**src/rtl/loop_controller_if.sv**
```systemverilog
// loop_controller_if: decoder-to-loop-sequencer command bus and pc-side results.
// all_iteration_indices exists only when LOOP_CONTROLLER_ALL_INDICES_EN is defined.
interface loop_controller_if #(
    parameter int MAX_DEPTH = 4,
    parameter int ITER_WIDTH = 16,
    parameter int INSTRUCTION_ADDR_WIDTH = 18
);
    logic                              loop_start;
    logic                              loop_end;
    logic [ITER_WIDTH-1:0]             loop_iterations;
    logic [INSTRUCTION_ADDR_WIDTH-1:0] loop_start_pc;
    logic                              jump;
    logic [INSTRUCTION_ADDR_WIDTH-1:0] jump_target;
    logic [2:0]                        depth;
    logic [ITER_WIDTH-1:0]             iteration_index;
    logic                              error;
    logic [1:0]                        error_code;
`ifdef LOOP_CONTROLLER_ALL_INDICES_EN
    logic [MAX_DEPTH*ITER_WIDTH-1:0]   all_iteration_indices;
`endif

    modport master (
        output loop_start, loop_end, loop_iterations, loop_start_pc,
`ifdef LOOP_CONTROLLER_ALL_INDICES_EN
        input all_iteration_indices,
`endif
        input jump, jump_target, depth, iteration_index, error, error_code
    );

    modport slave (
        input loop_start, loop_end, loop_iterations, loop_start_pc,
`ifdef LOOP_CONTROLLER_ALL_INDICES_EN
        output all_iteration_indices,
`endif
        output jump, jump_target, depth, iteration_index, error, error_code
    );
endinterface

```
**src/rtl/loop_controller.sv**
```systemverilog
// loop_controller: hardware loop sequencer with a nesting stack of trip counters and body addresses.
// Optional per-level index export under LOOP_CONTROLLER_ALL_INDICES_EN.
module loop_controller #(
    parameter int MAX_DEPTH = 4,
    parameter int ITER_WIDTH = 16,
    parameter int INSTRUCTION_ADDR_WIDTH = 18
) (
    input logic clk,
    input logic reset,
    loop_controller_if.slave bus
);
    localparam int AW = MAX_DEPTH > 1 ? $clog2(MAX_DEPTH) : 1;
    localparam logic [2:0] MAXD = 3'(MAX_DEPTH);

    typedef enum logic [1:0] {S_IDLE, S_ACTIVE, S_ERROR} state_t;

    state_t state, state_n;
    logic [ITER_WIDTH-1:0] rem [MAX_DEPTH];
    logic [ITER_WIDTH-1:0] idx [MAX_DEPTH];
    logic [INSTRUCTION_ADDR_WIDTH-1:0] spc [MAX_DEPTH];
    logic [2:0] depth;
    logic [AW-1:0] top;
    logic push, take, pop, err_n;
    logic [1:0] code_n;
    logic jump, error;
    logic [1:0] error_code;

    assign top = AW'(depth - 3'd1);

    always_comb begin
        state_n = state;
        push = 1'b0;
        take = 1'b0;
        pop = 1'b0;
        err_n = 1'b0;
        code_n = 2'b00;
        if (state != S_ERROR) begin
            if (bus.loop_start && bus.loop_end) begin
                err_n = 1'b1;
                code_n = 2'b11;
            end else if (bus.loop_start) begin
                err_n = depth == MAXD || bus.loop_iterations == '0;
                code_n = depth == MAXD ? 2'b01 : 2'b11;
                push = !err_n;
            end else if (bus.loop_end) begin
                err_n = depth == 3'd0;
                code_n = 2'b10;
                take = !err_n && rem[top] != '0;
                pop = !err_n && rem[top] == '0;
            end
            state_n = err_n ? S_ERROR
                    : (push || (depth != 3'd0 && !(pop && depth == 3'd1))) ? S_ACTIVE : S_IDLE;
        end
    end

    always_ff @(posedge clk or posedge reset) begin
        if (reset) begin
            state <= S_IDLE;
            jump <= 1'b0;
            error <= 1'b0;
            error_code <= 2'b00;
        end else begin
            state <= state_n;
            jump <= take;
            if (err_n) begin
                error <= 1'b1;
                error_code <= code_n;
            end
        end
    end

    // Popped levels are zeroed so unused stack slots always read back as 0.
    always_ff @(posedge clk or posedge reset) begin
        if (reset) begin
            depth <= 3'd0;
            for (int i = 0; i < MAX_DEPTH; i++) begin
                rem[i] <= '0;
                idx[i] <= '0;
                spc[i] <= '0;
            end
        end else if (push) begin
            rem[AW'(depth)] <= bus.loop_iterations - ITER_WIDTH'(1);
            idx[AW'(depth)] <= '0;
            spc[AW'(depth)] <= bus.loop_start_pc;
            depth <= depth + 3'd1;
        end else if (take) begin
            rem[top] <= rem[top] - ITER_WIDTH'(1);
            idx[top] <= idx[top] + ITER_WIDTH'(1);
        end else if (pop) begin
            rem[top] <= '0;
            idx[top] <= '0;
            spc[top] <= '0;
            depth <= depth - 3'd1;
        end
    end

    assign bus.jump = jump;
    assign bus.error = error;
    assign bus.error_code = error_code;
    assign bus.depth = depth;
    assign bus.jump_target = depth == 3'd0 ? '0 : spc[top];
    assign bus.iteration_index = depth == 3'd0 ? '0 : idx[top];

`ifdef LOOP_CONTROLLER_ALL_INDICES_EN
    for (genvar k = 0; k < MAX_DEPTH; k++) begin : g_idx
        assign bus.all_iteration_indices[k*ITER_WIDTH +: ITER_WIDTH] = idx[k];
    end
`endif
endmodule

```
**src/flat_wrapper.sv**
```systemverilog
// flat-port wrapper written by rule: the top's interface ports become plain ports
module loop_controller_flat 
#(
    parameter int MAX_DEPTH = 4,
    parameter int ITER_WIDTH = 16,
    parameter int INSTRUCTION_ADDR_WIDTH = 18
)
  (clk, reset, bus_loop_start, bus_loop_end, bus_loop_iterations, bus_loop_start_pc, bus_jump, bus_jump_target, bus_depth, bus_iteration_index, bus_error, bus_error_code);
  loop_controller_if #(.MAX_DEPTH(MAX_DEPTH), .ITER_WIDTH(ITER_WIDTH), .INSTRUCTION_ADDR_WIDTH(INSTRUCTION_ADDR_WIDTH)) bus_i ();
  input logic clk;
  input logic reset;
  input wire logic [$bits(bus_i.loop_start)-1:0] bus_loop_start;
  input wire logic [$bits(bus_i.loop_end)-1:0] bus_loop_end;
  input wire logic [$bits(bus_i.loop_iterations)-1:0] bus_loop_iterations;
  input wire logic [$bits(bus_i.loop_start_pc)-1:0] bus_loop_start_pc;
  output wire logic [$bits(bus_i.jump)-1:0] bus_jump;
  output wire logic [$bits(bus_i.jump_target)-1:0] bus_jump_target;
  output wire logic [$bits(bus_i.depth)-1:0] bus_depth;
  output wire logic [$bits(bus_i.iteration_index)-1:0] bus_iteration_index;
  output wire logic [$bits(bus_i.error)-1:0] bus_error;
  output wire logic [$bits(bus_i.error_code)-1:0] bus_error_code;
  assign bus_i.loop_start = bus_loop_start;
  assign bus_i.loop_end = bus_loop_end;
  assign bus_i.loop_iterations = bus_loop_iterations;
  assign bus_i.loop_start_pc = bus_loop_start_pc;
  assign bus_jump = bus_i.jump;
  assign bus_jump_target = bus_i.jump_target;
  assign bus_depth = bus_i.depth;
  assign bus_iteration_index = bus_i.iteration_index;
  assign bus_error = bus_i.error;
  assign bus_error_code = bus_i.error_code;
  loop_controller #(.MAX_DEPTH(MAX_DEPTH), .ITER_WIDTH(ITER_WIDTH), .INSTRUCTION_ADDR_WIDTH(INSTRUCTION_ADDR_WIDTH)) u_core (.clk(clk), .reset(reset), .bus(bus_i));
endmodule
```
**config.mk**
```make
export PLATFORM = sky130hd
export DESIGN_NAME = loop_controller_flat
export DESIGN_NICKNAME = d
export VERILOG_FILES = /design/src/rtl/loop_controller_if.sv /design/src/rtl/loop_controller.sv /design/src/flat_wrapper.sv
export SDC_FILE = /design/constraint.sdc
export NUM_CORES = 1
export LEC_CHECK = 0
export BUFFER_PORTS_ARGS = -buffer_cell sky130_fd_sc_hd__buf_4
export CAP_MARGIN = 20
export CORE_UTILIZATION = 40
export DETAILED_ROUTE_END_ITERATION = 10
export PLACE_DENSITY_LB_ADDON = 0.3
export SYNTH_ARGS = -nofsm -noshare
export SYNTH_HDL_FRONTEND = slang
export SYNTH_SLANG_ARGS = --single-unit
```
**constraint.sdc**
```tcl
create_clock -name clk -period 10 [get_ports clk]
set_clock_uncertainty 0.05 [all_clocks]
set_input_delay 0 -clock clk [delete_from_list [all_inputs] [get_ports clk]]
set_output_delay 0 -clock clk [all_outputs]
set_load 0.005 [all_outputs]
```
==> flow_summary.ini, run 1 <==
[finish]
drive_above_1_share = 0.208
syn2layout_area_growth_pct = 19.8
final_cell_mix = dfrtp_1 (208), a22o_1 (100), buf_4 (95), nand2_1 (53), o21ai_0 (52)
fin_nets = 1033
fillers = 2255
final_core_util = 0.494
multiInputGateArea_um2 = 4970
post-route-cell-area_um2 = 12600
n_antenna_cell = 0
final_common_cell = dfrtp_1
seq_area_um2 = 5230

[power_and_ir_drop]
irDropWorstVdd_v = 0.000122
power.leakage_nw = 5.76
p_per_area_nw_per_um2 = 142

[route]
drt-met1-wl_mm = 12.7
wl_met3_mm = 2.04
drt_iter0_markers = 606
antenna_left = 0
dr_wl_met2_mm = 14.1
drcViolationCount = 0
viasPerCell = 6.20
vias = 8252
dr.max_layer_used = met4
wire_per_inst_um = 22.3
wl_mm = 29.7
drt-pass1-iter-count = 5

[floorplanning]
initial_core_util = 0.412
core_area_um2 = 25500
pin_count = 79
die_w_um = 164
die_area_um2 = 26900
die_h_um = 164
rows = 58

[global_routing]
grt_pass1_wl_mm = 47.9
overflow = 0
antenna_found_initial = 0
grt_use_total = 0.229
grt_pass1_vias = 8433
grt_max_degree = 150

[cts]
numCtsBuffers = 24
post_cts_buffers = 0
path_clk_slew_ns = 0.06
root_buffer = clkbuf_16
cts_sinks = 209
cts_buffer_depth = 3
cts_max_level = 1
cts_tree = yes
clock_latency_ns = 0.53

[synthesis]
ys_warn_count = 0
ys_types = 59
syn_nets = 939
syn_avg_cell_area_um2 = 11.8
ys_ff_latch = 209
synthFlopType = dfrtp_1
synth_edf_count = 0
synthArstFlopShare = 1.00
seq_area_frac_synth = 0.498
syn_inst = 893
synth_area_um2 = 10500

[setup_path]
crit_fanout = 54
worst_ep_required_time_ns = 10.36
path_cells = inv_1 > ha_2 > buf_4 > mux4_2 > inv_1 > ha_1 > nand2_1 > o22ai_1 > nand4b_1 > nor3_1 > a21oi_2 > a22o_1
end_kind = flip-flop
slowest_stage = buf_4
crit_path_start_kind = flip-flop
cp_common_cell = inv_1
cp_slowest_stage_delay_ns = 0.73
crit_type = reg -> reg
cp.arrival_ns = 5.56

[hold_path]
hp-class = in -> reg

[timing]
finalSetupViolCount = 0
holdWs_ns = 0.0403
finalWorstSetupSlack_ns = 4.80
max_freq_mhz = 192
finalCritPeriodShare = 0.520
worst_slew_pin_slew_ns = 1.19
tns_ns = 0
rsz0062_at_grt = false
slew_viol_final = 0
timing.slew.headroom = 0.200
min_period_ns = 5.20
final_hold_viol_count = 0

[place]
port_buffers = 78
gp_congestion = 0.816
place_ws_ns = 4.76
hpwlAfterDp_mm = 18.0
dpl_cell_area_um2 = 11400

[job]
cap_violations = 0

[run_status]
status = complete, no violations
==> final timing paths <==
path	cells past startpoint	to	slack [ns]	from
min in group asynchronous	4	u_core.idx[14]	0.47	reset
max in group asynchronous	6	u_core.idx[12]	7.77	reset
worst max register to register	12	u_core.spc[17]	4.80	u_core.bus.depth[0]
worst min register to register	1	u_core.bus.error	0.43	u_core.bus.error
worst min-delay path	4	u_core.rem[54]	0.04	bus_loop_iterations[6]
worst max-delay path	12	u_core.spc[17]	4.80	u_core.bus.depth[0]
==> per-layer routing <==
layer  vias up  global-route usage
met5         -                   0
met4         0              0.0842
met3        64              0.0381
met2       352               0.364
met1      4231               0.316
li1       3605                   -
==> kinds of logic (layout without fill, tap and decap cells) <==
kind of cell	count (synthesis)	count (layout)	synth area share
AOI/OAI and AO/OA	262	262	0.195
xor gates and xnor gates	36	36	0.0300
adders and majority gates	8	8	0.00953
buffers and inverters	81	190	0.0332
DFF	209	209	0.498
muxes	57	57	0.114
and+or+nand+nor	240	240	0.120
==> worst max-delay path, delay by kind of cell (launching register included) <==
family                   cells  cell delay, ns
adder cells (fa/ha/maj)      2            0.51
multiplexers                 1            0.44
buffers and inverters        3            0.96
AND/OR/NAND/NOR              3            1.46
flip-flops                   1            0.60
AO/OA/AOI/OAI                3            1.01
==> synthesized netlist by cell type, drive strengths merged, types with 5 or more instances <==
cell	n	area [µm²]
dfrtp	209	5230
a22o	100	876
o21ai	57	297
nand2	53	199
mux4	50	1130
clkbuf	43	161
nor2	39	156
and2	35	219
nand3	35	175
o221ai	32	280
and3	27	169
buf	23	131
xnor2	21	184
a221o	20	200
a21oi	19	98.9
inv	15	56.3
xor2	15	131
nor3	9	45.0
ha	8	100
nand2b	7	43.8
nor4	7	65.1
or3	7	43.8
nor2b	5	31.3
o22ai	5	50.1
or4	5	41.3
==> state kept, by name, indices dropped and copies added (netlist names) <==
signal	flops
u_core.state	2
u_core.bus.depth	3
u_core.spc	72
u_core.bus.jump	1
u_core.idx	64
u_core.bus.error	1
u_core.bus.error_code	2
u_core.rem	64
==> cell type report <==
class	instances	share of cell area
inverters	15	0.00507
repair buffers	134	0.0891
clock inverters	5	0.00716
clock buffers	36	0.0553
flip-flops and latches	209	0.416
well taps	330	0.0328
multi-input cells	603	0.395
==> stage by stage <==
| stage | std cells | power (mW) |
|---|---|---|
| after CTS | 1330 | 1.80 |
| final | 1332 | 1.79 |
| after detailed placement | 1252 | 0.910 |
| after floorplan | 893 | 0.883 |
| after global placement | 1252 | 0.910 |
| after global routing | 1332 | 1.84 |
==> power by group <==
group	switching [mW]	total, mW	internal (mW)
logic	0.0372	0.0622	0.0249
clock network	0.348	0.879	0.530
registers	0	0.846	0.846
==> timing repair <==
action,in CTS,in global routing
endpoints found under the hold margin,278,26
resized for setup,0,0
hold buffers,37,1
Note: power is estimated with default switching activity, not from simulation.
==> run 2: changes to the inputs <==
--- a/config.mk
+++ b/config.mk
@@ -5,6 +5,7 @@
 export SDC_FILE = /design/constraint.sdc
 export NUM_CORES = 1
 export LEC_CHECK = 0
+export ABC_AREA = 1
 export BUFFER_PORTS_ARGS = -buffer_cell sky130_fd_sc_hd__buf_4
 export CAP_MARGIN = 20
 export CORE_UTILIZATION = 40
==> constraint.sdc (replaced) <==
create_clock -name clk -period 4.94 [get_ports clk]
set_clock_uncertainty 0.05 [all_clocks]
set_input_delay 0 -clock clk [delete_from_list [all_inputs] [get_ports clk]]
set_output_delay 0 -clock clk [all_outputs]
set_load 0.005 [all_outputs]
==> flow_summary.ini, run 2 <==
[run_status]
status = complete, no violations

[cts]
post_cts_buffers = 0
cts_buffer_depth = 3
cts_tree = yes
cts_sinks = 209
cts_max_level = 1
cts_resized = 0
path_clk_slew_ns = 0.06
clock_latency_ns = 0.53
numCtsBuffers = 25
root_buffer = clkbuf_16

[timing]
holdWs_ns = 0.00177
worst_slew_pin_slew_ns = 1.09
final_hold_viol_count = 0
rsz0062_at_grt = false
finalCritPeriodShare = 0.844
min_period_ns = 4.17
slew_viol_final = 0
finalSetupViolCount = 0
timing.slew.headroom = 0.276
finalWorstSetupSlack_ns = 0.769
tns_ns = 0
max_freq_mhz = 240

[synthesis]
syn_inst = 1936
synth.most_common_cell = nand2_1
ys_ff_latch = 209
synth.top_cell.area_share = 0.403
seq_area_frac_synth = 0.403
muxShareOfSynthArea = 0
netlist_top_cells_count = nand2_1 (587), nand3_1 (237), o21ai_0 (218)
synthArstFlopShare = 1.00
synth_edf_count = 0
synth_compound_area_frac = 0.146
synth_area_um2 = 13000
synthAdderAreaFrac = 0.00771
synth_xor_area_frac = 0.0162
ys_types = 37
syn_nets = 1982
synth_top_family_by_area = simple AND/OR/NAND/NOR gates
ys_warn_count = 0
synth_top_area_cell = dfrtp_1
synthFlopType = dfrtp_1
synth-simple-area-share = 0.334
syn_avg_cell_area_um2 = 6.70
synth_area_leaders = dfrtp_1 (40%), nand2_1 (17%), nand3_1 (9.1%)

[power_and_ir_drop]
irDropWorstVdd_v = 0.000225
switching_share = 0.272
pwr-share-clk = 0.432
sequentialPowerShare = 0.423
p_total_mw = 4.37
p_int_mw = 3.18
p_switching_mw = 1.19
power.leakage_nw = 7.54
p_comb_frac = 0.144
p_per_area_nw_per_um2 = 292

[setup_path]
crit_type = reg -> reg
end_kind = flip-flop
cp.arrival_ns = 4.58
path_cells = inv_2 > buf_4 > nand2_1 > nand3_1 > nand2_1 > ha_1 > nand3_1 > nor2_4 > nand4_2 > nand2_1 > buf_4 > inv_1 > nand3_1 > nand2_1 > nand3_1 > nand3_1
crit_buf_inv = 4
crit_fanout = 92
cp_top_family = buffers and inverters
cp_common_cell = nand3_1
cp_slowest_stage_delay_ns = 0.82
slowest_stage = buf_4
worst_ep_required_time_ns = 5.35
crit_path_start_kind = flip-flop

[finish]
final_core_util = 0.471
reg_top3 = u_core.spc (72), u_core.idx (64), u_core.rem (64)
final_common_cell = nand2_1
final_cell_mix = nand2_1 (587), nand3_1 (237), o21ai_0 (218), dfrtp_1 (208), inv_1 (179)
n_antenna_cell = 0
largest-register = u_core.spc
syn2layout_area_growth_pct = 15.2
fin_nets = 2034
drive_above_1_share = 0.0815
largest_register_ffs = 72

[route]
wl_met3_mm = 3.70
vias = 13417
viasPerCell = 5.58
dr.max_layer_used = met4
drcViolationCount = 0
dr_wl_met2_mm = 20.1
wl_mm = 43.8
antenna_left = 0
drt-met1-wl_mm = 18.7
wire_per_inst_um = 18.2
drt-pass1-iter-count = 6
drt_iter0_markers = 1492

[global_routing]
antenna_found_initial = 0
overflow = 0
grt_max_degree = 95
grt_pass1_wl_mm = 69.8
grt_pass1_vias = 12613
grt_use_total = 0.265

[floorplanning]
initial_core_util = 0.409
pin_count = 79
die_h_um = 182
die_w_um = 182
rows = 65
die_area_um2 = 33200
core_area_um2 = 31700

[job]
cap_violations = 0

[hold_path]
hp-class = in -> reg

[place]
port_buffers = 78
hpwlAfterDp_mm = 26.5
gp_congestion = 0.920
place_ws_ns = 0.904
run 2: cells by family after synthesis:
group           after synthesis
simple gates               1038
compound gates              360
buf+inv                     297
flops                       209
xor+xnor                     24
fa+ha+maj                     8
run 2: routing by layer:
layer,global-route usage,vias up
li1,-,6372
met1,0.365,6330
met2,0.425,623
met3,0.0377,92
met4,0.0975,0
met5,0,-
run 2: final timing paths:
kind                                        start  cells past startpoint  slack [ns]               end
min in group asynchronous                   reset                      3        0.07    u_core.spc[34]
min reg2reg                      u_core.bus.error                      2        0.42  u_core.bus.error
max                           u_core.bus.depth[0]                     16        0.77    u_core.rem[40]
min                        bus_loop_iterations[9]                      6       0.002    u_core.rem[59]
max reg2reg                   u_core.bus.depth[0]                     16        0.77    u_core.rem[40]
max in group asynchronous                   reset                      4        3.80    u_core.rem[23]
run 2: metrics by stage:
step                      cells  instance area, µm²
final                      2403               14900
after global routing       2403               14900
after floorplan            1936               13000
after global placement     2329               13800
after detailed placement   2329               13800
after CTS                  2403               14900
run 2: power groups by stage:
stage | registers [mW] | logic, mW | clock network [mW]
after floorplan | 1.86 | 0.398 | 0
after global placement | 1.87 | 0.598 | 0
after detailed placement | 1.88 | 0.606 | 0
after CTS | 1.85 | 0.630 | 1.91
after global routing | 1.86 | 0.710 | 1.98
final | 1.85 | 0.630 | 1.89
run 2: repair_timing:
action / CTS / global route
hold endpoints to repair: 144 / 0
hold buffers: 34 / 0
setup endpoints to repair: 0 / 0
run 2: area by class of cell:
| class | instances | area (µm²) |
|---|---|---|
| well taps | 402 | 503 |
| clock inverters | 5 | 100 |
| repair buffers | 139 | 1170 |
| inverters | 183 | 691 |
| fillers | 3190 | 16800 |
| multi-input cells | 1430 | 6540 |
| flip-flops and latches | 209 | 5230 |
| clock buffers | 35 | 713 |
run 2: tightest hold or removal path, delay by kind of cell:
family	cells	cell delay, ns
AND/OR/NAND/NOR	3	0.25
buffers and inverters	2	0.15
XOR/XNOR	1	0.14
